[src/rtl/matmul_ctrl_pkg.sv]
// Shared types and default geometry for the matrix-multiply sequencer.
package matmul_ctrl_pkg;

    typedef enum logic [2:0] {
        S_IDLE,
        S_LOAD,
        S_MAC,
        S_DRAIN,
        S_WRITE,
        S_DONE
    } state_t;

    localparam int K_DEF       = 4;
    localparam int ROWS_DEF    = 4;
    localparam int ALU_LAT_DEF = 2;
    localparam int ADDR_W_DEF  = 8;
    localparam int ROM_AW      = 4;

    // Counter width for a modulus, never narrower than one bit.
    function automatic int cnt_w(input int n);
        return (n > 1) ? $clog2(n) : 1;
    endfunction

endpackage

[src/rtl/mod_counter.sv]
// Modulo-N up counter with enable, synchronous clear and a terminal-count flag.
module mod_counter #(
    parameter int WIDTH   = 4,
    parameter int MODULUS = 16
) (
    input  logic             clk,
    input  logic             rst,
    input  logic             i_en,
    input  logic             i_clr,
    output logic [WIDTH-1:0] o_count,
    output logic             o_wrap
);

    logic [WIDTH-1:0] r_count;
    logic             w_last;

    assign w_last = (r_count == WIDTH'(MODULUS - 1));

    // NOTE: state uses non-blocking assignments so every register samples pre-edge values.
    always_ff @(posedge clk) begin
        if (rst || i_clr) begin
            r_count <= '0;
        end else if (i_en) begin
            r_count <= w_last ? '0 : r_count + 1'b1;
        end
    end

    assign o_count = r_count;
    assign o_wrap  = i_en & w_last;

endmodule

[src/rtl/matmul_ctrl.sv]
// Sequencer for one matrix-multiply frame: load X, MAC/drain/write each output row.
module matmul_ctrl
    import matmul_ctrl_pkg::*;
#(
    parameter int K       = K_DEF,
    parameter int ROWS    = ROWS_DEF,
    parameter int ALU_LAT = ALU_LAT_DEF,
    parameter int ADDR_W  = ADDR_W_DEF
) (
    input  logic              clk,
    input  logic              rst,
    input  logic              start,
    input  logic              xload_done,
    input  logic              ram_ry,
    output logic              input_load_en,
    output logic              alu_en,
    output logic [ROM_AW-1:0] rom_addr,
    output logic              x_shift,
    output logic              ram_cs_n,
    output logic              ram_we_n,
    output logic [ADDR_W-1:0] ram_addr,
    output logic              busy,
    output logic              row_done,
    output logic              frame_done
);

    localparam int CW = cnt_w(K);
    localparam int RW = cnt_w(ROWS);
    localparam int DW = cnt_w(ALU_LAT);

    state_t            r_state;
    logic [ADDR_W-1:0] r_base;

    logic [CW-1:0] w_col;
    logic          w_col_wrap;
    logic [RW-1:0] w_row;
    logic          w_row_wrap;
    logic [DW-1:0] w_drain_unused;
    logic          w_drain_wrap;
    logic          w_accept;

    assign w_accept = (r_state == S_WRITE) && ram_ry;

    mod_counter #(.WIDTH(CW), .MODULUS(K)) u_col (
        .clk(clk), .rst(rst), .i_en(r_state == S_MAC), .i_clr(r_state != S_MAC),
        .o_count(w_col), .o_wrap(w_col_wrap)
    );

    mod_counter #(.WIDTH(DW), .MODULUS(ALU_LAT)) u_drain (
        .clk(clk), .rst(rst), .i_en(r_state == S_DRAIN), .i_clr(r_state != S_DRAIN),
        .o_count(w_drain_unused), .o_wrap(w_drain_wrap)
    );

    // Row advances only on an accepted write; it wraps back to 0 on the last row.
    mod_counter #(.WIDTH(RW), .MODULUS(ROWS)) u_row (
        .clk(clk), .rst(rst), .i_en(w_accept), .i_clr(r_state == S_IDLE),
        .o_count(w_row), .o_wrap(w_row_wrap)
    );

    // NOTE: reset is sampled on the clock edge only; it is part of the synchronous next-state logic.
    always_ff @(posedge clk) begin
        if (rst) begin
            r_state <= S_IDLE;
            r_base  <= '0;
        end else begin
            case (r_state)
                S_IDLE:  if (start) r_state <= S_LOAD;
                S_LOAD:  if (xload_done) r_state <= S_MAC;
                S_MAC:   if (w_col_wrap) r_state <= S_DRAIN;
                S_DRAIN: if (w_drain_wrap) r_state <= S_WRITE;
                S_WRITE: if (ram_ry) r_state <= w_row_wrap ? S_DONE : S_MAC;
                S_DONE: begin
                    r_base  <= r_base + ADDR_W'(ROWS);
                    r_state <= S_IDLE;
                end
                default: r_state <= S_IDLE;
            endcase
        end
    end

    // Outputs decode state and counters; only the write-accept pulses see ram_ry.
    assign input_load_en = (r_state == S_LOAD);
    assign alu_en        = (r_state == S_MAC);
    assign rom_addr      = (r_state == S_MAC) ? ROM_AW'(int'(w_row) * K + int'(w_col)) : '0;
    assign ram_cs_n      = (r_state != S_WRITE);
    assign ram_we_n      = (r_state != S_WRITE);
    assign ram_addr      = (r_state == S_WRITE) ? r_base + ADDR_W'(w_row) : '0;
    assign busy          = (r_state != S_IDLE);
    assign row_done      = w_accept;
    assign x_shift       = w_accept;
    assign frame_done    = (r_state == S_DONE);

endmodule
[config.mk]
export PLATFORM = sky130hd
export DESIGN_NAME = matmul_ctrl
export DESIGN_NICKNAME = d
export VERILOG_FILES = /design/src/rtl/matmul_ctrl_pkg.sv /design/src/rtl/mod_counter.sv /design/src/rtl/matmul_ctrl.sv
export SDC_FILE = /design/constraint.sdc
export NUM_CORES = 1
export LEC_CHECK = 0
export ABC_AREA = 1
export BUFFER_PORTS_ARGS = -buffer_cell sky130_fd_sc_hd__buf_2
export CORE_MARGIN = 4
export CORE_UTILIZATION = 45
export CTS_CLUSTER_SIZE = 24
export DETAILED_ROUTE_END_ITERATION = 8
export PLACE_DENSITY = 0.7
export SKIP_LAST_GASP = 1
export SYNTH_ARGS = -nofsm -noshare
export SYNTH_HDL_FRONTEND = slang
export SYNTH_HIERARCHICAL = 1
export SYNTH_SLANG_ARGS = --single-unit
[constraint.sdc]
create_clock -name clk -period 1.78 [get_ports clk]
set_input_delay 0.534 -clock clk [delete_from_list [all_inputs] [get_ports clk]]
set_output_delay 0.534 -clock clk [all_outputs]
set_load 0.01 [all_outputs]
==> flow_metrics.env <==
export IMPL_hold_buffers=0
export IMPL_grt_setup_unrepaired="yes"
export IMPL_syn_nets=160
export IMPL_drive_gt1_share_pct=37.2
export IMPL_synth_common_cells="33 x inv_1, 32 x nand2_1, 31 x nor2_1"
export IMPL_cellLeakagePower_nw=0.644
export IMPL_design_core_area_mm2=0.00196
export IMPL_max_stage_delay_ns=0.38
export IMPL_cp_required_ns=1.25
export IMPL_cp_arrival_ns=1.25
export IMPL_fin_crit_ns=1.79
export IMPL_worst_pin_slew_ns=0.206
export IMPL_clock_path_buffers=2
export IMPL_die_area_mm2=0.00286
export IMPL_drt_iter0_markers=20
export IMPL_critPathCaptureType="output pin"
export IMPL_clockRootBuffer="clkbuf_4"
export IMPL_core_rowCount=16
export IMPL_final_setup_tns_ns=-0.00557
export IMPL_r2r_end="r_state[2]"
export IMPL_initial_core_util_pct=47.4
export IMPL_wire_per_inst_um=11.4
export IMPL_synth_cell_types=24
export IMPL_crit_fanout=6
export IMPL_nets=200
export IMPL_ys_warnings_count=6
export IMPL_synthCells=152
export IMPL_hp_class="flip-flop to flip-flop"
export IMPL_netlist_area_um2=931
export IMPL_path_cells="nor2_4, nand2_4, buf_6, nor2_1, buf_2"
export IMPL_max_freq_mhz=560
export IMPL_diodes=0
export IMPL_critPathLaunchType="flip-flop"
export IMPL_fillers=205
export IMPL_slew_violations=0
export IMPL_violations="setup timing"
export IMPL_placedInstanceArea_mm2=0.00109
export IMPL_hold_violations=0
export IMPL_power_density_mw_per_mm2=1170
export IMPL_final_area_mm2=0.00129
export IMPL_grt_usage_pct=19.1
export IMPL_overflow=0
export IMPL_utilization_pct=65.9
export IMPL_ir_drop_mv=0.673
export IMPL_grt_max_degree=9
export IMPL_drc=0
export IMPL_status="finished, violations left"
export IMPL_crit_type="flip-flop to output pin"
export IMPL_first_pass_iters=4
export IMPL_synth_edf_count=0
export IMPL_avgSynthCellArea_um2=6.12
export IMPL_die_w_um=53.5
export IMPL_gp_congestion=0.780
export IMPL_fin_skew_ns=0.00148
export IMPL_maxCapViolations=0
export IMPL_power_mw=1.51
export IMPL_synth_seq_cells=14
export IMPL_cts_buffers=3
export IMPL_holdPathStages=2
export IMPL_wirelength_um=2490
export IMPL_cts_htree_levels=1
export IMPL_hp_start="u_drain/o_count"
export IMPL_ff_latch_area_um2=289
export IMPL_ant_nets=0
export IMPL_clock_sinks=14
export IMPL_multi_input_area_um2=559
export IMPL_synth_most_common_cell="inv_1"
export IMPL_syn_to_final_growth_pct=38.8
export IMPL_max_slew_margin_rel_pct=86.2
export IMPL_synth_area_leaders="dfxtp_1 30%, inv_1 13%, nand2_1 13%"
export IMPL_clk_pin_slew_worst_paths_ns=0.10
export IMPL_crit_start="r_state[0]"
export IMPL_ys_flop_type="dfxtp_1"
export IMPL_post_route_period_util_pct=100
export IMPL_cp_slowest_cell="dfxtp_4"
export IMPL_vias=1037
export IMPL_setup_viol=1
export IMPL_grt_pass1_vias=992
export IMPL_place_ws_ns=0.169
export IMPL_crit_end="ram_addr[2]"
export IMPL_antenna_found_initial=0
export IMPL_reg2reg_depth=12
export IMPL_fin_ws_ns=-0.00557
export IMPL_cts_tree="done"
export IMPL_die_height_um=53.5
export IMPL_io_buffers=24
export IMPL_synthArstFlopShare_pct=0
export IMPL_vias_per_cell=4.76
export IMPL_worstSkewPairLatency_ns=0.29
export IMPL_io_pins=25
export IMPL_dpl_hpwl_um=1640
export IMPL_synth_top_cell_area_share_pct=30.1
export IMPL_yosysSeqAreaShare_pct=30.1
export IMPL_r2r_start="r_state[2]"
export IMPL_rrSetupSlack_ns=0.16
export IMPL_grt_pass1_wl_um=3980
export IMPL_synth_top_area_cell="dfxtp_1"
## layout make-up
class	instances	area share [%]
multi-input combinational	100	43.3
tap	27	2.61
clock buffer	4	2.81
inverter	34	10.1
sequential	14	22.4
timing repair buffer	39	18.9
## layout by cell type (no fill, tap or decap)
cell / synthesis / final
a31oi_1: 1 / 1
clkbuf_4: 0 / 3
o21ai_0: 2 / 2
a21oi_1: 6 / 6
inv_2: 1 / 2
nand4_2: 1 / 1
clkbuf_8: 0 / 1
buf_4: 2 / 12
nand2_4: 0 / 3
o21bai_1: 1 / 1
nor3_1: 3 / 3
inv_1: 33 / 31
nor2_2: 5 / 10
nand2_1: 32 / 31
dfxtp_1: 14 / 11
buf_6: 1 / 3
o22ai_1: 1 / 1
nor2_1: 31 / 21
buf_2: 1 / 24
xor2_1: 1 / 1
nand3b_1: 1 / 1
nand4_1: 2 / 2
dfxtp_4: 0 / 2
nor2_4: 2 / 7
ha_1: 3 / 3
inv_4: 0 / 1
nand3_1: 5 / 5
nand3_2: 1 / 1
dfxtp_2: 0 / 1
## worst max-delay path: cells and delay by family (launching register included)
family | cells | cell delay (ns)
buf+inv | 2 | 0.28
flops | 1 | 0.38
simple gates | 3 | 0.30
## where the power goes
group / leakage (nW) / switching [mW] / internal (mW) / total (mW)
clock network: 0.0210 / 0.121 / 0.125 / 0.246
logic: 0.508 / 0.469 / 0.371 / 0.840
registers: 0.115 / 0.0614 / 0.363 / 0.424
total: 0.644 / 0.652 / 0.859 / 1.51
## worst min path at each step
stage | end
after floorplan | r_base[7]
after global placement | r_base[7]
after detailed placement | r_base[7]
after CTS | r_base[7]
after global routing | u_drain/o_count
final | u_drain/o_count
## repair_timing
item | in CTS | in global routing
pin swaps | 3 | 2
setup buffers | 5 | 5
setup endpoints to repair | 20 | 18
gates resized for setup | 15 | 15
gates cloned | 1 | 0
## flip-flops by register name (all words and copies together), names as in the netlist
signal	flops
u_drain/o_count	1
r_state	3
u_col/o_count	2
r_base	6
u_row/o_count	2
## layer usage
layer	GRT usage, %	wire (um)	up-vias	share of wire, %
met5	0	0	-	0
met4	8.09	31	0	1.2
met3	3.10	95	4	3.8
met2	35.7	1310	20	53
met1	20.6	1050	481	42
li1	-	-	532	-
## cell families (layout without fill, tap and decap cells)
logic type | Yosys count | count (layout) | synth area share, %
simple gates | 85 | 85 | 41.4
buf+inv | 38 | 77 | 17.1
flops | 14 | 14 | 30.1
compound gates | 11 | 11 | 6.45
fa+ha+maj | 3 | 3 | 4.03
xor+xnor | 1 | 1 | 0.941
## per-stage QoR
step	hold WS, ns	instances
floorplan	0.452	152
finish	0.511	218
detailed placement	0.478	203
global placement	0.470	203
global route	0.543	218
CTS	0.491	213
Power figures use the tool's default switching activity.
